===== config.mk =====
export PLATFORM = sky130hd
export DESIGN_NAME = pipeline_hazard_controller
export DESIGN_NICKNAME = d
export VERILOG_FILES = /design/src/rtl/hazard_pkg.sv /design/src/rtl/sat_counter.sv /design/src/rtl/pipeline_hazard_controller.sv
export SDC_FILE = /design/constraint.sdc
export NUM_CORES = 1
export LEC_CHECK = 0
export ABC_AREA = 1
export BUFFER_PORTS_ARGS = -buffer_cell sky130_fd_sc_hd__buf_2
export CAP_MARGIN = 5
export CORE_ASPECT_RATIO = 1.5
export CORE_MARGIN = 2
export CORE_UTILIZATION = 50
export DETAILED_ROUTE_END_ITERATION = 10
export PLACE_DENSITY_LB_ADDON = 0.15
export SYNTH_ARGS = -nofsm -noshare
export SYNTH_HDL_FRONTEND = slang
export SYNTH_SLANG_ARGS = --single-unit

===== constraint.sdc =====
create_clock -name clk -period 5.8 [get_ports clk]
set_input_delay 0.29 -clock clk [delete_from_list [all_inputs] [get_ports clk]]
set_output_delay 0.29 -clock clk [all_outputs]
set_load 0.02 [all_outputs]

===== src/rtl/hazard_pkg.sv =====
// Shared definitions for the LEGv8 hazard controller and its neighbours
// (the forwarding unit reuses XZR).
package hazard_pkg;

   // Sequencer states, 2-bit encoding
   typedef enum logic [1:0] {
      ST_RUN      = 2'd0,
      ST_MEM_WAIT = 2'd1,
      ST_ERROR    = 2'd2
   } hazState_t;

   // Zero register: never written, so never the source of a hazard
   localparam logic [4:0] XZR = 5'd31;

   // Load in EX whose destination feeds either source of the instruction in ID
   function automatic logic loadUseHazard(
      input logic       memRead,
      input logic [4:0] rd,
      input logic [4:0] rn,
      input logic [4:0] rm
   );
      return memRead && (rd != XZR) && ((rd == rn) || (rd == rm));
   endfunction

endpackage


===== src/rtl/sat_counter.sv =====
// Saturating up-counter used for the stall and flush performance counters.
module sat_counter #(
   parameter int CNT_W = 16
) (
   input  logic             clk,
   input  logic             reset,
   input  logic             inc,
   input  logic             clear,
   output logic [CNT_W-1:0] count
);

   // Count up on inc, stick at all-ones instead of wrapping
   always_ff @(posedge clk or posedge reset) begin
      if (reset)
         count <= '0;
      else if (clear)
         count <= '0;
      else if (inc && (count != '1))
         count <= count + CNT_W'(1);
   end

endmodule


===== src/rtl/pipeline_hazard_controller.sv =====
// Stall/flush sequencer for the five-stage LEGv8 pipeline: load-use bubbles,
// taken-branch flushes, and whole-pipeline freeze on data-memory wait states.
module pipeline_hazard_controller
   import hazard_pkg::*;
#(
   parameter int MEM_TIMEOUT = 16,
   parameter int CNT_W       = 16
) (
   input  logic             clk,
   input  logic             reset,
   input  logic [4:0]       IFID_RegisterRn,
   input  logic [4:0]       IFID_RegisterRm,
   input  logic [4:0]       IDEX_RegisterRd,
   input  logic             IDEX_MemRead,
   input  logic             EXMEM_MemAccess,
   input  logic             EXMEM_BranchTaken,
   input  logic             dmem_ready,
   output logic             PCWrite,
   output logic             IFID_Write,
   output logic             IDEX_Write,
   output logic             EXMEM_Write,
   output logic             IDEX_Bubble,
   output logic             IFID_Flush,
   output logic             IDEX_Flush,
   output logic             EXMEM_Flush,
   output logic             MEMWB_Bubble,
   output logic             mem_error,
   output logic [CNT_W-1:0] stall_cycles,
   output logic [CNT_W-1:0] flush_count
);

   localparam int WAIT_W = $clog2(MEM_TIMEOUT + 1);

   hazState_t         stateReg, stateNext;
   logic [WAIT_W-1:0] waitCntReg, waitCntNext;
   logic              memErrorReg, memErrorNext;

   logic loadUse;
   logic memWait;
   logic freeze;
   logic evalRun;
   logic branchFlush;
   logic luStall;

   assign loadUse = loadUseHazard(IDEX_MemRead, IDEX_RegisterRd,
                                  IFID_RegisterRn, IFID_RegisterRm);
   assign memWait = EXMEM_MemAccess && !dmem_ready;

   // State, wait counter and sticky error flag
   always_ff @(posedge clk or posedge reset) begin
      if (reset) begin
         stateReg    <= ST_RUN;
         waitCntReg  <= '0;
         memErrorReg <= 1'b0;
      end else begin
         stateReg    <= stateNext;
         waitCntReg  <= waitCntNext;
         memErrorReg <= memErrorNext;
      end
   end

   // Next state: enter wait on a stalled access, leave on ready, give up on timeout.
   // The timeout compares the count this cycle would produce, so the error is
   // flagged after exactly MEM_TIMEOUT frozen cycles.
   always_comb begin
      stateNext    = stateReg;
      waitCntNext  = waitCntReg;
      memErrorNext = memErrorReg;
      case (stateReg)
         ST_RUN: begin
            if (memWait) begin
               stateNext   = ST_MEM_WAIT;
               waitCntNext = WAIT_W'(1);
            end
         end
         ST_MEM_WAIT: begin
            if (dmem_ready) begin
               stateNext   = ST_RUN;
               waitCntNext = '0;
            end else if (waitCntReg == WAIT_W'(MEM_TIMEOUT - 1)) begin
               stateNext    = ST_ERROR;
               waitCntNext  = WAIT_W'(MEM_TIMEOUT);
               memErrorNext = 1'b1;
            end else begin
               waitCntNext = waitCntReg + WAIT_W'(1);
            end
         end
         ST_ERROR: begin
            memErrorNext = 1'b1;
         end
         default: begin
            stateNext   = ST_RUN;
            waitCntNext = '0;
         end
      endcase
   end

   // Mealy control outputs; memory freeze beats branch flush beats load-use bubble.
   // While reset is held the pipeline runs free with no flushes or bubbles.
   always_comb begin
      freeze  = 1'b0;
      evalRun = 1'b0;
      case (stateReg)
         ST_RUN: begin
            freeze  = memWait;
            evalRun = !memWait;
         end
         ST_MEM_WAIT: begin
            // EX/MEM held still, so a pending branch is only acted on once ready
            freeze  = !dmem_ready;
            evalRun = dmem_ready;
         end
         ST_ERROR: begin
            freeze = 1'b1;
         end
         default: begin
            evalRun = 1'b1;
         end
      endcase

      if (reset) begin
         freeze  = 1'b0;
         evalRun = 1'b0;
      end

      branchFlush = evalRun && EXMEM_BranchTaken;
      // A dependent instruction that is being flushed needs no bubble
      luStall     = evalRun && !EXMEM_BranchTaken && loadUse;

      PCWrite      = !(freeze || luStall);
      IFID_Write   = !(freeze || luStall);
      IDEX_Write   = !freeze;
      EXMEM_Write  = !freeze;
      IDEX_Bubble  = luStall;
      IFID_Flush   = branchFlush;
      IDEX_Flush   = branchFlush;
      EXMEM_Flush  = branchFlush;
      MEMWB_Bubble = freeze;
   end

   assign mem_error = memErrorReg;

   sat_counter #(.CNT_W(CNT_W)) stallCounter (
      .clk   (clk),
      .reset (reset),
      .inc   (!PCWrite),
      .clear (1'b0),
      .count (stall_cycles)
   );

   sat_counter #(.CNT_W(CNT_W)) flushCounter (
      .clk   (clk),
      .reset (reset),
      .inc   (IFID_Flush),
      .clear (1'b0),
      .count (flush_count)
   );

endmodule


Word-level counts from Yosys, hierarchy flattened
Cells that the tools add are included.

Register bits: 40. Output and inout bits: 42.

Equal/unequal tests: 12. Bitwise logic cells: 1. Add/sub/neg operators: 3. Reductions and logical operators: 20. Multiplexer cells: 15.

Operators by type and width (count): 16-bit by 1-bit adder with 16-bit output, second input constant (2); 16-bit inequality test, second input constant (2); 5-bit 2-to-1 mux (3); 5-bit case mux with 3 select lines (1); 5-bit == test (2); 1-bit logical AND (8); 2-bit 2-to-1 mux (3); 2-bit inequality test, second input constant (3); 1-bit case mux with 3 select lines (2); 2-bit case mux with 3 select lines (1); 3-bit AND reduction (2); 5-bit by 1-bit adder with 5-bit output, second input constant (1); 5-bit by 4-bit == test with 1-bit output, second input constant (1); 1-bit logical NOT (5); 5-bit inequality test, second input constant (1); 1-bit 2-to-1 mux (4); 3-bit inequality test, second input constant (1); 2-bit by 1-bit == test with 1-bit output, second input constant (1); 2-bit == test, second input constant (1); 2-bit logical NOT (1); 1-bit logical OR (2); 1-bit case mux with 2 select lines (1); 2-bit AND reduction (1); 2-bit nonzero test (1); 1-bit NOT (1).

Logic depth before layout (Yosys ltp)
Word-level depth: 9. Mapped depth: 12. Mapped depth without buffers: 11.

Cells and area by module
A second synthesis with hierarchy kept.

Cells, all modules: 427. Area, all modules: 2840.2 um2.

By module, submodules not included: sat_counter (area an instance 1083.5 um2, cells an instance 159, times used 2); pipeline_hazard_controller (area an instance 673.1 um2, cells an instance 109, times used 1).

Least setup slack after synthesis
OpenSTA, ideal clock, no wires.

Kind: input to output. Start point: input port reset. End point: output port PCWrite. Path slack: 3.206 ns. Buffers on the path: 2. Arrival: 2.304 ns. Data required time: 5.510 ns. Stages on the path: 6. Cells stage by stage: inv_1 > nand2_1 > nand2_1 > buf_2 > inv_1 > buf_4.

Word-level cells in the longest chain between the ends: 5. Elaborated cells between the ends (all ways): 6. Those cells by class: mux: 2; reduce/logical: 4.

RTL lines: from (decl) (line pipeline_hazard_controller.sv:10) `input logic reset,`; 1-bit 2-to-1 mux (line pipeline_hazard_controller.sv:121) `if (reset) begin`; 1-bit logical AND (2 in series) (line pipeline_hazard_controller.sv:128) `luStall = evalRun && !EXMEM_BranchTaken && loadUse;`; 1-bit logical OR (*); 1-bit logical NOT (*); to (decl) (line pipeline_hazard_controller.sv:18) `output logic PCWrite,`.

Mark *: on every way between the ends. The rest lies on a longest branch, timed or not.

Final worst setup path
Start point: input port reset. End point: output port PCWrite.

Word-level cells in the longest chain between the ends: 5. Elaborated cells between the ends (all ways): 6. Those cells by class: mux: 2; reduce/logical: 4.

RTL lines: 1-bit 2-to-1 mux (line pipeline_hazard_controller.sv:121); 1-bit logical AND (2 in series) (line pipeline_hazard_controller.sv:128); 1-bit logical OR (*) (line pipeline_hazard_controller.sv:130) `PCWrite = !(freeze || luStall);`; 1-bit logical NOT (*) (line pipeline_hazard_controller.sv:130).

Marked as above.

==> impl_metrics.csv <==
group,metric,value,unit
status,status,"finished clean",
synthesis,synthAdderAreaFrac,1.933,%
sta,tns,0,ns
synthesis,ys.flop_type,"dfrtp_1",
route,ant_nets,0,
synthesis,async_reset_ff_share,100.0,%
route,drtPass1Iterations,4,
synthesis,synth_seq_area_share,38.67,%
floorplan,ios,63,
sta,slew_headroom,53.59,%
worst_hold_path,hold_path.class,"in -> async",
route,drc,0,
sta,drv_slew,0,
clocking,clock_latency,0.29,ns
floorplan,core_region_area,0.005085,mm²
route,initialDrtViolationCount,140,
sta,clock.fmax,429.0,MHz
final_layout,nFillCells,517,
worst_setup_path,critPathLaunchType,"primary input",
synthesis,synth_top_family_by_area,"simple AND/OR/NAND/NOR gates",
sta,finalHoldViolCount,0,
power,p_leak,1.684,nW
floorplan,row_count,32,
place,post-place-ws,3.318,ns
synthesis,synthCells,358,
grt,grt_first_pass_wirelength,10.12,mm
route,vias,2404,
power,vdd_drop_max,115.4,µV
final_layout,multi_input_area,0.001319,mm²
synthesis,netlist_area,0.002589,mm²
flow_run,maxCapViolCount,0,
floorplan,fp.dieW,62.75,µm
synthesis,synth_mux_area_share,0,%
synthesis,synthXorXnorAreaFrac,8.458,%
clocking,tritoncts,"built",
sta,fin_ws,3.469,ns
clocking,cts_buffer_depth,2,
synthesis,synth_warnings,0,
synthesis,synth_compound_area_share,4.108,%
route,avgViaCountPerCell,4.936,
final_layout,fin_area,0.003018,mm²
grt,grt_max_degree,43,
worst_setup_path,crit_type,"in -> out",
synthesis,synthSimpleGateAreaFrac,36.44,%
worst_setup_path,crit_fanout,42,
worst_setup_path,end_kind,"output port",
route,wire_per_inst,11.53,µm
sta,setup_viol,0,
final_layout,regArea,0.001001,mm²
clocking,htree_levels,2,
sta,post-route-min-period,2.331,ns
place,gp_congestion,0.7798,
grt,grt_pass1_vias,2369,
place,dp_hpwl,4.220,mm
final_layout,drive_gt1_share,21.24,%
synthesis,yosysUniqueCellTypes,29,
grt,grt_antenna_before_repair,0,
final_layout,final_cell_mix,"nand2_1, buf_2, inv_1, dfrtp_1, nand3_1",
synthesis,ys_seq_elements,40,
clocking,hold_buffers,0,
final_layout,antenna_cells,0,
sta,post-route-period-util,40.19,%
place,port_buffers,62,
route,wirelength,5.614,mm
grt,grtUsageTotal,21.56,%
worst_setup_path,cp.required,5.51,ns
synthesis,syn_area_per_cell,7.231,µm²
final_layout,area_growth_syn_to_layout,16.58,%
final_layout,layout_commonest_cell,"nand2_1",
floorplan,die_h,92.13,µm
floorplan,start_util,50.91,%
sta,worst_pin_slew,0.6945,ns
worst_setup_path,slowest_delay,0.52,ns
sta,finClkSkew,0.009614,ns
grt,grt_overflow,0,
clocking,numCtsBuffers,5,
clocking,cts_resized,0,
synthesis,synth-edff-count,0,
worst_setup_path,crit_arrival,2.04,ns
sta,rsz0062_at_grt,"false",
clocking,cts_sinks,40,
floorplan,die-area,0.005781,mm²
worst_setup_path,crit_chain,"buf_2, inv_1, buf_4, nand4_1, nor2_1, nand2_1, nand2_1, inv_1, buf_2",
power,powerDensity,214.9,mW/mm²
worst_setup_path,critPathSlowestCell,"nand2_1",
clocking,root_buffer,"clkbuf_8",
clocking,clkTransAtPathRegs,0.08,ns
synthesis,synthesis.nets,383,
place,postPlaceCellArea,0.002910,mm²
clocking,postCtsSetupBuffers,0,
final_layout,final_net_count,443,
## final timing paths
check                      depth (start not counted)         from  slack (ns)                endpoint
max                                                9        reset        3.47                 PCWrite
min                                                3        reset        0.13  stallCounter.count[13]
max reg2reg                                       10  stateReg[0]        3.73   stallCounter.count[7]
min reg2reg                                        1    mem_error        0.47               mem_error
max in group asynchronous                          3        reset        5.31   stallCounter.count[3]
min in group clk                                   4   dmem_ready        0.33             stateReg[0]
## critical path, delay by kind of cell
kind / cells / cell delay (ns)
buffers and inverters: 5 / 0.87
and+or+nand+nor: 4 / 0.86
## report_power, final
part,internal [mW],switching (mW),total [mW]
Clock,0.128,0.0959,0.224
Sequential,0.293,0.0244,0.318
Combinational,0.0402,0.0671,0.107
## kinds of logic (layout without fill, tap and decap cells)
logic type	count (synthesis)	count (layout)
fa+ha+maj	4	4
buf+inv	60	121
flops	40	40
compound gates	19	19
xor+xnor	25	25
simple gates	210	210
## cell usage after synthesis (4+ instances only)
cell type  number  area [µm²]
xor2_1         18       157.7
inv_1          43       161.4
inv_2           7       26.28
ha_1            4       50.05
nor2_1         31       116.4
nand3_1        36       180.2
nor3_1          8       40.04
o21ai_1        11       55.05
buf_4           5       37.54
dfrtp_1        40        1001
nand2_1       115       431.7
nand4_1         8       50.05
xnor2_1         7       61.31
## cell type report
type                    instances  area share, %
flip-flops and latches         40          33.17
inverters                      50          6.219
clock inverters                 2          1.161
multi-input cells             258          43.70
clock buffers                   6          2.405
well taps                      68          2.819
repair buffers                 63          10.53
## sequential cells by signal, indices dropped and copies added (netlist names)
signal,count
waitCntReg,5
stallCounter.count,16
mem_error,1
flushCounter.count,16
stateReg,2
## layer usage
layer	routed length (µm)	global-route usage, %	vias to the layer above
met5	0	0	-
met4	93	8.148	0
met2	3083	40.59	42
li1	-	-	1238
met1	2307	24.14	1117
met3	129	3.190	7
## through the flow
step	util, %	total power, mW	hold WS [ns]	std cells
global placement	57.23	0.4294	0.4564	479
global route	59.35	0.6801	0.1713	487
detailed placement	57.23	0.4323	0.4538	479
floorplan	-	0.3934	0.4828	358
CTS	59.35	0.6568	0.1473	487
finish	59.35	0.6486	0.1315	487
No activity file was read; power rests on OpenSTA's default activity.
